File: src/rtl/uart_rx.sv
// UART receiver: oversampled, majority-voted, with optional parity and a stop check.
// Presents each good byte with a one-cycle data_valid pulse.
module uart_rx #(
    parameter int DATA_W     = 8,
    parameter int PRESCALE_W = 6
) (
    input  logic                  clk,
    input  logic                  rst,
    input  logic                  rx_in,
    input  logic [PRESCALE_W-1:0] prescale,
    input  logic                  Par_en,
    input  logic                  Par_type,
    output logic [DATA_W-1:0]     P_Data,
    output logic                  data_valid,
    output logic                  par_err,
    output logic                  stp_err
);

    localparam int BCW = (DATA_W > 1) ? $clog2(DATA_W) : 1;

    typedef enum logic [2:0] {
        IDLE,
        START,
        DATA,
        PARITY,
        STOP
    } state_t;

    state_t                state_q;
    logic                  sync0_q;
    logic                  rx_s_q;
    logic [PRESCALE_W-1:0] edge_cnt_q;
    logic [PRESCALE_W-1:0] edge_cnt_d;
    logic [BCW-1:0]        bit_cnt_q;
    logic [1:0]            smp_q;
    logic [DATA_W-1:0]     shift_q;
    logic [DATA_W-1:0]     pdata_q;
    logic                  par_en_q;
    logic                  par_type_q;
    logic                  par_bad_q;
    logic                  dv_q;
    logic                  pe_q;
    logic                  se_q;

    logic [PRESCALE_W-1:0] half;
    logic [PRESCALE_W-1:0] smp0_pt;
    logic [PRESCALE_W-1:0] smp1_pt;
    logic [PRESCALE_W-1:0] dec_pt;
    logic [PRESCALE_W-1:0] last_pt;
    logic                  at_dec;
    logic                  at_last;
    logic                  bit_v;
    logic                  exp_par;

    always_comb begin
        half    = prescale >> 1;
        smp0_pt = half - PRESCALE_W'(1);
        smp1_pt = half;
        dec_pt  = half + PRESCALE_W'(1);
        last_pt = prescale - PRESCALE_W'(1);
        at_dec  = (edge_cnt_q == dec_pt);
        at_last = (edge_cnt_q == last_pt);
        edge_cnt_d = at_last ? '0 : edge_cnt_q + PRESCALE_W'(1);
        // third sample is the live synchronized line at the decision point
        bit_v   = (smp_q[0] & smp_q[1]) | (smp_q[0] & rx_s_q)
                | (smp_q[1] & rx_s_q);
        exp_par = (^shift_q) ^ par_type_q;
    end

    always_ff @(posedge clk or negedge rst) begin
        if (!rst) begin
            state_q    <= IDLE;
            sync0_q    <= 1'b1;
            rx_s_q     <= 1'b1;
            edge_cnt_q <= '0;
            bit_cnt_q  <= '0;
            smp_q      <= '0;
            shift_q    <= '0;
            pdata_q    <= '0;
            par_en_q   <= 1'b0;
            par_type_q <= 1'b0;
            par_bad_q  <= 1'b0;
            dv_q       <= 1'b0;
            pe_q       <= 1'b0;
            se_q       <= 1'b0;
        end else begin
            sync0_q <= rx_in;
            rx_s_q  <= sync0_q;
            dv_q    <= 1'b0;
            pe_q    <= 1'b0;
            se_q    <= 1'b0;
            if (edge_cnt_q == smp0_pt) smp_q[0] <= rx_s_q;
            if (edge_cnt_q == smp1_pt) smp_q[1] <= rx_s_q;
            unique case (state_q)
                IDLE: begin
                    edge_cnt_q <= '0;
                    bit_cnt_q  <= '0;
                    par_bad_q  <= 1'b0;
                    if (!rx_s_q) begin
                        state_q    <= START;
                        par_en_q   <= Par_en;
                        par_type_q <= Par_type;
                    end
                end
                START: begin
                    edge_cnt_q <= edge_cnt_d;
                    if (at_dec && bit_v) begin
                        state_q <= IDLE;
                    end else if (at_last) begin
                        state_q <= DATA;
                    end
                end
                DATA: begin
                    edge_cnt_q <= edge_cnt_d;
                    if (at_dec) shift_q <= {bit_v, shift_q[DATA_W-1:1]};
                    if (at_last) begin
                        if (bit_cnt_q == BCW'(DATA_W - 1)) begin
                            bit_cnt_q <= '0;
                            state_q   <= par_en_q ? PARITY : STOP;
                        end else begin
                            bit_cnt_q <= bit_cnt_q + BCW'(1);
                        end
                    end
                end
                PARITY: begin
                    edge_cnt_q <= edge_cnt_d;
                    if (at_dec && (bit_v != exp_par)) par_bad_q <= 1'b1;
                    if (at_last) state_q <= STOP;
                end
                STOP: begin
                    edge_cnt_q <= edge_cnt_d;
                    // leave mid-bit so a back-to-back start edge is not missed
                    if (at_dec) begin
                        state_q <= IDLE;
                        if (!bit_v) begin
                            se_q <= 1'b1;
                            pe_q <= par_bad_q;
                        end else if (par_bad_q) begin
                            pe_q <= 1'b1;
                        end else begin
                            dv_q    <= 1'b1;
                            pdata_q <= shift_q;
                        end
                    end
                end
                default: state_q <= IDLE;
            endcase
        end
    end

    assign P_Data     = pdata_q;
    assign data_valid = dv_q;
    assign par_err    = pe_q;
    assign stp_err    = se_q;

endmodule

File: config.mk
export PLATFORM = sky130hd
export DESIGN_NAME = uart_rx
export DESIGN_NICKNAME = d
export VERILOG_FILES = /design/src/rtl/uart_rx.sv
export SDC_FILE = /design/constraint.sdc
export NUM_CORES = 1
export LEC_CHECK = 0
export BUFFER_PORTS_ARGS = -buffer_cell sky130_fd_sc_hd__buf_2
export CAP_MARGIN = 10
export CORE_UTILIZATION = 59
export CTS_CLUSTER_SIZE = 30
export DETAILED_ROUTE_END_ITERATION = 12
export PLACE_DENSITY = 0.79
export SETUP_SLACK_MARGIN = 0.3
export SLEW_MARGIN = 40
export SYNTH_ARGS = -nofsm -noshare
export SYNTH_HDL_FRONTEND = slang
export SYNTH_SLANG_ARGS = --single-unit
File: constraint.sdc
create_clock -name clk -period 3.2 [get_ports clk]
set_clock_uncertainty 0.2 [all_clocks]
set_input_delay 0.64 -clock clk [delete_from_list [all_inputs] [get_ports clk]]
set_output_delay 0.64 -clock clk [all_outputs]
set_load 0.05 [all_outputs]
==> results of run 1 <==
==> synth_stat cells (all sizes together) (5+ instances only) <==
master	n
clkbuf	5
dfrtp	36
nand2	14
xnor2	18
inv	7
nand3	5
buf	7
a21oi	8
nor3	10
ha	7
mux2	20
xor2	9
o21ai	5
nor2	12
==> sequential cells by signal (all words and copies together), names as in the netlist, 2 cells and up <==
signal      cells
edge_cnt_q      6
state_q         3
smp_q           2
P_Data          8
shift_q         8
bit_cnt_q       3
==> final cells by class <==
type                            instances  area (um2)  area share, %
Multi-Input combinational cell        159        1240           49.1
Tap cell                               48        60.1           2.37
Sequential cell                        38         953           37.6
Clock inverter                          2        60.1           2.37
Clock buffer                            6        82.6           3.26
Inverter                                7        26.3           1.04
Timing Repair Buffer                   21         108           4.24
==> power breakdown <==
group	total (W)	internal (W)	switching, W
Sequential	0.000691	0.000560	0.000132
Clock	0.000496	0.000332	0.000164
Combinational	0.000522	0.000247	0.000276
==> metal layers <==
metal	track usage (%)	wire, um	up-vias	part of all wire, %
met5	0	0	-	0
met4	8.33	44	0	1.0
met3	4.82	180	5	4.2
met2	37.1	2100	31	49
met1	33.1	1960	771	46
li1	-	-	805	-
==> final timing paths <==
kind / to / slack, ns / depth (start not counted)
min in group clk: rx_s_q$_DFF_PN1_ / 0.16 / 0
max reg2reg: P_Data[2]$_DFFE_PN0P_ / 0.71 / 5
min reg2reg: rx_s_q$_DFF_PN1_ / 0.16 / 0
max: P_Data[2]$_DFFE_PN0P_ / 0.59 / 8
min: bit_cnt_q[0]$_DFFE_PN0P_ / 0.1 / 1
max in group asynchronous: rx_s_q$_DFF_PN1_ / 2.34 / 1
==> cells in the final DEF, fill, tap and decap left out, types with 5 or more instances in the layout <==
cell type and instances:
sky130_fd_sc_hd__nand3_1 5, sky130_fd_sc_hd__ha_1 7, sky130_fd_sc_hd__xnor2_1 17, sky130_fd_sc_hd__a21oi_1 8
sky130_fd_sc_hd__xor2_1 9, sky130_fd_sc_hd__o21ai_0 5, sky130_fd_sc_hd__inv_1 7, sky130_fd_sc_hd__buf_2 20
sky130_fd_sc_hd__dfrtp_1 36, sky130_fd_sc_hd__nor3_1 8, sky130_fd_sc_hd__nor2_1 12, sky130_fd_sc_hd__mux2_2 20
sky130_fd_sc_hd__nand2_1 14, sky130_fd_sc_hd__clkbuf_8 6
==> cells by family after synthesis <==
logic type / share of synthesized area [%]
AND/OR/NAND/NOR: 16.7
flip-flops: 41.5
AO/OA/AOI/OAI: 11.8
XOR/XNOR: 11.6
multiplexers: 9.81
buffers and inverters: 4.25
adder cells (fa/ha/maj): 4.30
==> metrics by stage <==
| step | total power, W | std cells |
|---|---|---|
| global placement | 0.00120 | 273 |
| global route | 0.00182 | 281 |
| CTS | 0.00172 | 281 |
| finish | 0.00171 | 281 |
| detailed placement | 0.00122 | 273 |
| floorplan | 0.00112 | 216 |
==> critical path, delay by kind of cell <==
kind / cells / cell delay, ns
multiplexers: 1 / 0.39
buffers and inverters: 2 / 0.25
adder cells (fa/ha/maj): 1 / 0.31
AND/OR/NAND/NOR: 3 / 0.82
XOR/XNOR: 1 / 0.16
==> run_summary.xml, run 1 <==
<?xml version="1.0" encoding="UTF-8"?>
<metrics>
  <group name="status">
    <metric name="result_of_the_run" unit="">finished clean</metric>
  </group>
  <group name="placed_design">
    <metric name="dpl-instance-area" unit="mm2">0.00239</metric>
    <metric name="pre_cts_ws" unit="ns">0.279</metric>
    <metric name="place.gp.congestion" unit="">0.851</metric>
    <metric name="place.port_buffers" unit="">21</metric>
    <metric name="sum_of_net_half_perimeters_after_detailed_placement" unit="um">3150</metric>
  </group>
  <group name="layout">
    <metric name="layout.nets" unit="">250</metric>
    <metric name="finish.instance_area" unit="mm2">0.00253</metric>
    <metric name="area_growth_syn_to_layout" unit="%">10.4</metric>
    <metric name="drive_above_1_share" unit="%">27.5</metric>
    <metric name="post-route-util" unit="%">68.7</metric>
    <metric name="antenna_diode_count" unit="">0</metric>
    <metric name="fillerInstances" unit="">306</metric>
  </group>
  <group name="clock_network">
    <metric name="max-clock-path-buffers" unit="">2</metric>
    <metric name="cts_resized" unit="">0</metric>
    <metric name="clkSlewWorstSetupHoldPaths" unit="ns">0.08</metric>
    <metric name="number_of_cts_inserted_buffers" unit="">5</metric>
    <metric name="number_of_sinks_handled_by_clock_tree_synthesis" unit="">38</metric>
    <metric name="htreeDepth" unit="">2</metric>
    <metric name="post-cts-setup-buffer-count" unit="">0</metric>
    <metric name="clock_latency" unit="ns">0.29</metric>
    <metric name="clock_tree_from_tritoncts" unit="">yes</metric>
    <metric name="root_buffer" unit="">sky130_fd_sc_hd__clkbuf_8</metric>
    <metric name="post_cts_hold_buffer_count" unit="">0</metric>
  </group>
  <group name="synth">
    <metric name="async_set_reset_flop_share_out_of_synthesis" unit="%">100</metric>
    <metric name="post_synth_instance_area" unit="mm2">0.00230</metric>
    <metric name="synth_cell_type_count" unit="">51</metric>
    <metric name="number_of_synthesized_flops_with_an_enable_pin" unit="">0</metric>
    <metric name="synth_area_per_inst" unit="um2">10.6</metric>
    <metric name="postSynthCellCount" unit="">216</metric>
    <metric name="synth_top_cell_area_share" unit="%">39.2</metric>
    <metric name="syn_nets" unit="">234</metric>
    <metric name="synthesis.yosys.warnings" unit="">0</metric>
    <metric name="synth_top_cell_by_area" unit="">sky130_fd_sc_hd__dfrtp_1</metric>
    <metric name="synth_seq_area_share" unit="%">41.5</metric>
    <metric name="synth_seq_cells" unit="">38</metric>
    <metric name="synth-main-ff-cell" unit="">sky130_fd_sc_hd__dfrtp_1</metric>
    <metric name="synth.area.top_cells" unit="">sky130_fd_sc_hd__dfrtp_1, sky130_fd_sc_hd__mux2_2, sky130_fd_sc_hd__xnor2_1</metric>
  </group>
  <group name="detailed_routing">
    <metric name="via_count" unit="">1612</metric>
    <metric name="vias_per_cell" unit="">5.74</metric>
    <metric name="first_iter_violations" unit="">113</metric>
    <metric name="drc_errors" unit="">0</metric>
    <metric name="postRouteWirelength" unit="um">4280</metric>
    <metric name="routedWlPerCell" unit="um">15.2</metric>
    <metric name="ant_nets" unit="">0</metric>
    <metric name="first_pass_iters" unit="">4</metric>
  </group>
  <group name="die">
    <metric name="die_w" unit="um">64.4</metric>
    <metric name="io_pins" unit="">22</metric>
    <metric name="std_cell_rows" unit="">22</metric>
    <metric name="die_area" unit="mm2">0.00414</metric>
    <metric name="core" unit="mm2">0.00369</metric>
    <metric name="die_height" unit="um">64.4</metric>
    <metric name="floorplan.initialDensity" unit="%">62.2</metric>
  </group>
  <group name="critical_path">
    <metric name="timing.critical_path.fanout_max" unit="">9</metric>
    <metric name="cpPeakStageDelay" unit="ns">0.47</metric>
    <metric name="cp-end-kind" unit="">flop</metric>
    <metric name="critical_path.slowest_cell" unit="">sky130_fd_sc_hd__nor3_4</metric>
    <metric name="crit_chain" unit="">buf_2 &gt; inv_1 &gt; ha_1 &gt; xor2_1 &gt; nor2_1 &gt; nand4_2 &gt; nor3_4 &gt; mux2_2</metric>
    <metric name="nature_of_the_critical_path_startpoint" unit="">input port</metric>
    <metric name="reg2reg_from" unit="">state_q[1]$_DFFE_PN0P_</metric>
    <metric name="critPathRequiredTime" unit="ns">3.17</metric>
    <metric name="critPathArrivalTime" unit="ns">2.58</metric>
    <metric name="criticalPathCategory" unit="">in -&gt; reg</metric>
    <metric name="critical_path.startpoint" unit="">prescale[1]</metric>
  </group>
  <group name="sta">
    <metric name="grt_setup_unrepaired" unit="">no</metric>
    <metric name="finalHoldViolCount" unit="">0</metric>
    <metric name="fin_setup_tns" unit="ns">0</metric>
    <metric name="timing.max_slew.rel_slack" unit="%">64.8</metric>
    <metric name="final.min_clock_period" unit="ns">2.61</metric>
    <metric name="finalHoldWorstSlack" unit="ns">0.0957</metric>
    <metric name="period_share" unit="%">81.5</metric>
    <metric name="tightest_slew" unit="ns">0.527</metric>
    <metric name="final_max_slew_viol_count" unit="">0</metric>
    <metric name="report.final.setup_viol" unit="">0</metric>
    <metric name="maxClockFrequency" unit="MHz">384</metric>
    <metric name="setup_slack" unit="ns">0.593</metric>
  </group>
  <group name="global_routing">
    <metric name="grt_start_max_net_pins" unit="">39</metric>
    <metric name="grt_pass1_vias" unit="">1591</metric>
    <metric name="grt_pass1_wl" unit="um">7460</metric>
    <metric name="number_of_antenna_violations_at_the_first_check_in_global_routing" unit="">0</metric>
    <metric name="grt_overflow_total" unit="">0</metric>
    <metric name="grt.total_usage" unit="%">23.9</metric>
  </group>
  <group name="min_path">
    <metric name="hold_path.class" unit="">in -&gt; async</metric>
  </group>
  <group name="power_and_ir_drop">
    <metric name="ir_drop" unit="V">0.000512</metric>
    <metric name="p_leak" unit="nW">1.20</metric>
    <metric name="power.density_cell_area" unit="mW/mm2">675</metric>
  </group>
  <group name="job">
    <metric name="max_cap_violations" unit="">0</metric>
  </group>
</metrics>
Note: power is estimated with default switching activity, not from simulation.
==> run 2, diff against run 1 <==
Clock period 3.2 ns to 2.5 ns, I/O delays scaled along.
==> run_summary.xml, run 2 (same netlist as run 1, synthesis figures left out) <==
<?xml version="1.0" encoding="UTF-8"?>
<metrics>
  <group name="layout">
    <metric name="non_filler_instance_count_after_layout" unit="">313</metric>
    <metric name="finish.instance_area" unit="mm2">0.00297</metric>
    <metric name="final_common_cell" unit="">sky130_fd_sc_hd__dfrtp_1</metric>
    <metric name="most-common-layout-cells" unit="">sky130_fd_sc_hd__dfrtp_1, sky130_fd_sc_hd__buf_4, sky130_fd_sc_hd__buf_2, sky130_fd_sc_hd__xnor2_1</metric>
    <metric name="antenna_diode_count" unit="">0</metric>
    <metric name="layout.nets" unit="">282</metric>
    <metric name="drive_above_1_share" unit="%">43.8</metric>
    <metric name="area_of_the_multi_input_gates" unit="mm2">0.00141</metric>
    <metric name="area_growth_syn_to_layout" unit="%">29.5</metric>
    <metric name="fillerInstances" unit="">223</metric>
    <metric name="layout.area.seq" unit="um2">960</metric>
    <metric name="post-route-util" unit="%">80.6</metric>
  </group>
  <group name="sta">
    <metric name="period_share" unit="%">89.4</metric>
    <metric name="finalHoldWorstSlack" unit="ns">0.107</metric>
    <metric name="maxClockFrequency" unit="MHz">447</metric>
    <metric name="final_max_slew_viol_count" unit="">0</metric>
    <metric name="grt_setup_unrepaired" unit="">yes</metric>
    <metric name="final.min_clock_period" unit="ns">2.24</metric>
    <metric name="timing.max_slew.rel_slack" unit="%">66.5</metric>
    <metric name="report.final.setup_viol" unit="">0</metric>
    <metric name="finalHoldViolCount" unit="">0</metric>
    <metric name="tightest_slew" unit="ns">0.498</metric>
  </group>
  <group name="power_and_ir_drop">
    <metric name="fin_total_pwr" unit="W">0.00229</metric>
    <metric name="p_leak" unit="nW">1.38</metric>
    <metric name="power.density_cell_area" unit="mW/mm2">772</metric>
    <metric name="ir_drop" unit="V">0.000499</metric>
  </group>
  <group name="detailed_routing">
    <metric name="via_count" unit="">1839</metric>
    <metric name="routedWlPerCell" unit="um">17.9</metric>
    <metric name="postRouteWirelength" unit="um">5600</metric>
    <metric name="drc_errors" unit="">0</metric>
    <metric name="first_iter_violations" unit="">89</metric>
    <metric name="first_pass_iters" unit="">4</metric>
    <metric name="ant_nets" unit="">0</metric>
    <metric name="vias_per_cell" unit="">5.88</metric>
  </group>
  <group name="job">
    <metric name="max_cap_violations" unit="">0</metric>
  </group>
  <group name="status">
    <metric name="result_of_the_run" unit="">finished clean</metric>
  </group>
  <group name="placed_design">
    <metric name="place.gp.congestion" unit="">0.829</metric>
    <metric name="dpl.cell_count" unit="">289</metric>
    <metric name="dpl-instance-area" unit="mm2">0.00260</metric>
    <metric name="sum_of_net_half_perimeters_after_detailed_placement" unit="um">3520</metric>
    <metric name="place.port_buffers" unit="">21</metric>
  </group>
  <group name="clock_network">
    <metric name="root_buffer" unit="">sky130_fd_sc_hd__clkbuf_8</metric>
    <metric name="max-clock-path-buffers" unit="">2</metric>
    <metric name="htreeDepth" unit="">2</metric>
    <metric name="number_of_cts_inserted_buffers" unit="">5</metric>
    <metric name="clock_latency" unit="ns">0.29</metric>
    <metric name="number_of_sinks_handled_by_clock_tree_synthesis" unit="">38</metric>
    <metric name="clock_tree_from_tritoncts" unit="">yes</metric>
    <metric name="clkSlewWorstSetupHoldPaths" unit="ns">0.07</metric>
  </group>
  <group name="min_path">
    <metric name="hold_path.class" unit="">in -&gt; reg</metric>
  </group>
  <group name="global_routing">
    <metric name="grt.total_usage" unit="%">27.8</metric>
    <metric name="number_of_antenna_violations_at_the_first_check_in_global_routing" unit="">0</metric>
    <metric name="grt_pass1_wl" unit="um">8580</metric>
    <metric name="grt_overflow_total" unit="">0</metric>
    <metric name="grt_start_max_net_pins" unit="">21</metric>
    <metric name="grt_pass1_vias" unit="">1750</metric>
  </group>
  <group name="die">
    <metric name="die_area" unit="mm2">0.00414</metric>
    <metric name="std_cell_rows" unit="">22</metric>
    <metric name="die_height" unit="um">64.4</metric>
    <metric name="core" unit="mm2">0.00369</metric>
    <metric name="die_w" unit="um">64.4</metric>
    <metric name="floorplan.initialDensity" unit="%">62.2</metric>
    <metric name="io_pins" unit="">22</metric>
  </group>
  <group name="critical_path">
    <metric name="crit_chain" unit="">maj3_2 &gt; inv_2 &gt; or3_4 &gt; nor3_4 &gt; buf_4 &gt; buf_12 &gt; mux2_4</metric>
    <metric name="nature_of_the_critical_path_startpoint" unit="">flop</metric>
    <metric name="cpPeakStageDelay" unit="ns">0.56</metric>
    <metric name="critPathBufInv" unit="">3</metric>
    <metric name="criticalPathCategory" unit="">reg -&gt; reg</metric>
    <metric name="critPathArrivalTime" unit="ns">2.21</metric>
    <metric name="critical_path.slowest_cell" unit="">sky130_fd_sc_hd__dfstp_2</metric>
    <metric name="critPathRequiredTime" unit="ns">2.47</metric>
    <metric name="cp-end-kind" unit="">flop</metric>
    <metric name="timing.critical_path.fanout_max" unit="">5</metric>
    <metric name="cp_top_delay_family" unit="">flip-flops</metric>
  </group>
</metrics>
[run 2: cell count changes in the layout (fill, tap and decap cells not counted), sizes merged]
cell	delta
dlygate4sd3	+1
buf	+30
clkinv	+1
clkinvlp	+1
clkbuf	+1
bufinv	-2
[run 2: layer usage]
metal	GRT usage [%]	routed length [um]
met1	36.3	2290
met2	47.0	2950
met3	5.36	227
met4	7.50	133
met5	0	0
[run 2: where the power goes]
group	switching [W]	internal, W
combinational	0.000490	0.000503
sequential	0.000138	0.000724
clock	0.000217	0.000222
[run 2: cell type report]
type	count	share of cell area, %
Clock buffer	6	2.78
Clock inverter	2	0.421
Timing Repair Buffer	53	13.9
Tap cell	48	2.02
Sequential cell	38	32.3
Multi-Input combinational cell	159	47.4
Inverter	7	1.22
[run 2: path summary, 6_finish.rpt]
check                                  start               endpoint  slack, ns  depth (start not counted)
max reg2reg                 rx_s_q$_DFF_PN1_  P_Data[2]$_DFFE_PN0P_       0.26                          7
min in group asynchronous                rst   data_valid$_DFF_PN0_       0.48                          2
max                         rx_s_q$_DFF_PN1_  P_Data[2]$_DFFE_PN0P_       0.26                          7
min                                    rx_in      sync0_q$_DFF_PN1_       0.11                          1
max in group asynchronous                rst      sync0_q$_DFF_PN1_       0.93                          3
min reg2reg                sync0_q$_DFF_PN1_       rx_s_q$_DFF_PN1_       0.16                          0
[run 2: per-stage QoR]
step	setup TNS, ns	setup WS [ns]
2_1_floorplan	0	0.121
3_3_place_gp	0	0.0156
3_5_place_dp	-0.0536	-0.0134
4_1_cts	0	0.277
5_1_grt	0	0.230
6_report	0	0.264
[run 2: what timing repair did]
action / CTS / global route
pin swaps: 4 / 6
setup buffers: 5 / 9
hold buffers: 1 / 0
gates resized for setup: 14 / 23
hold endpoints to repair: 18 / 0
gates cloned: 1 / 0
setup endpoints to repair: 16 / 26
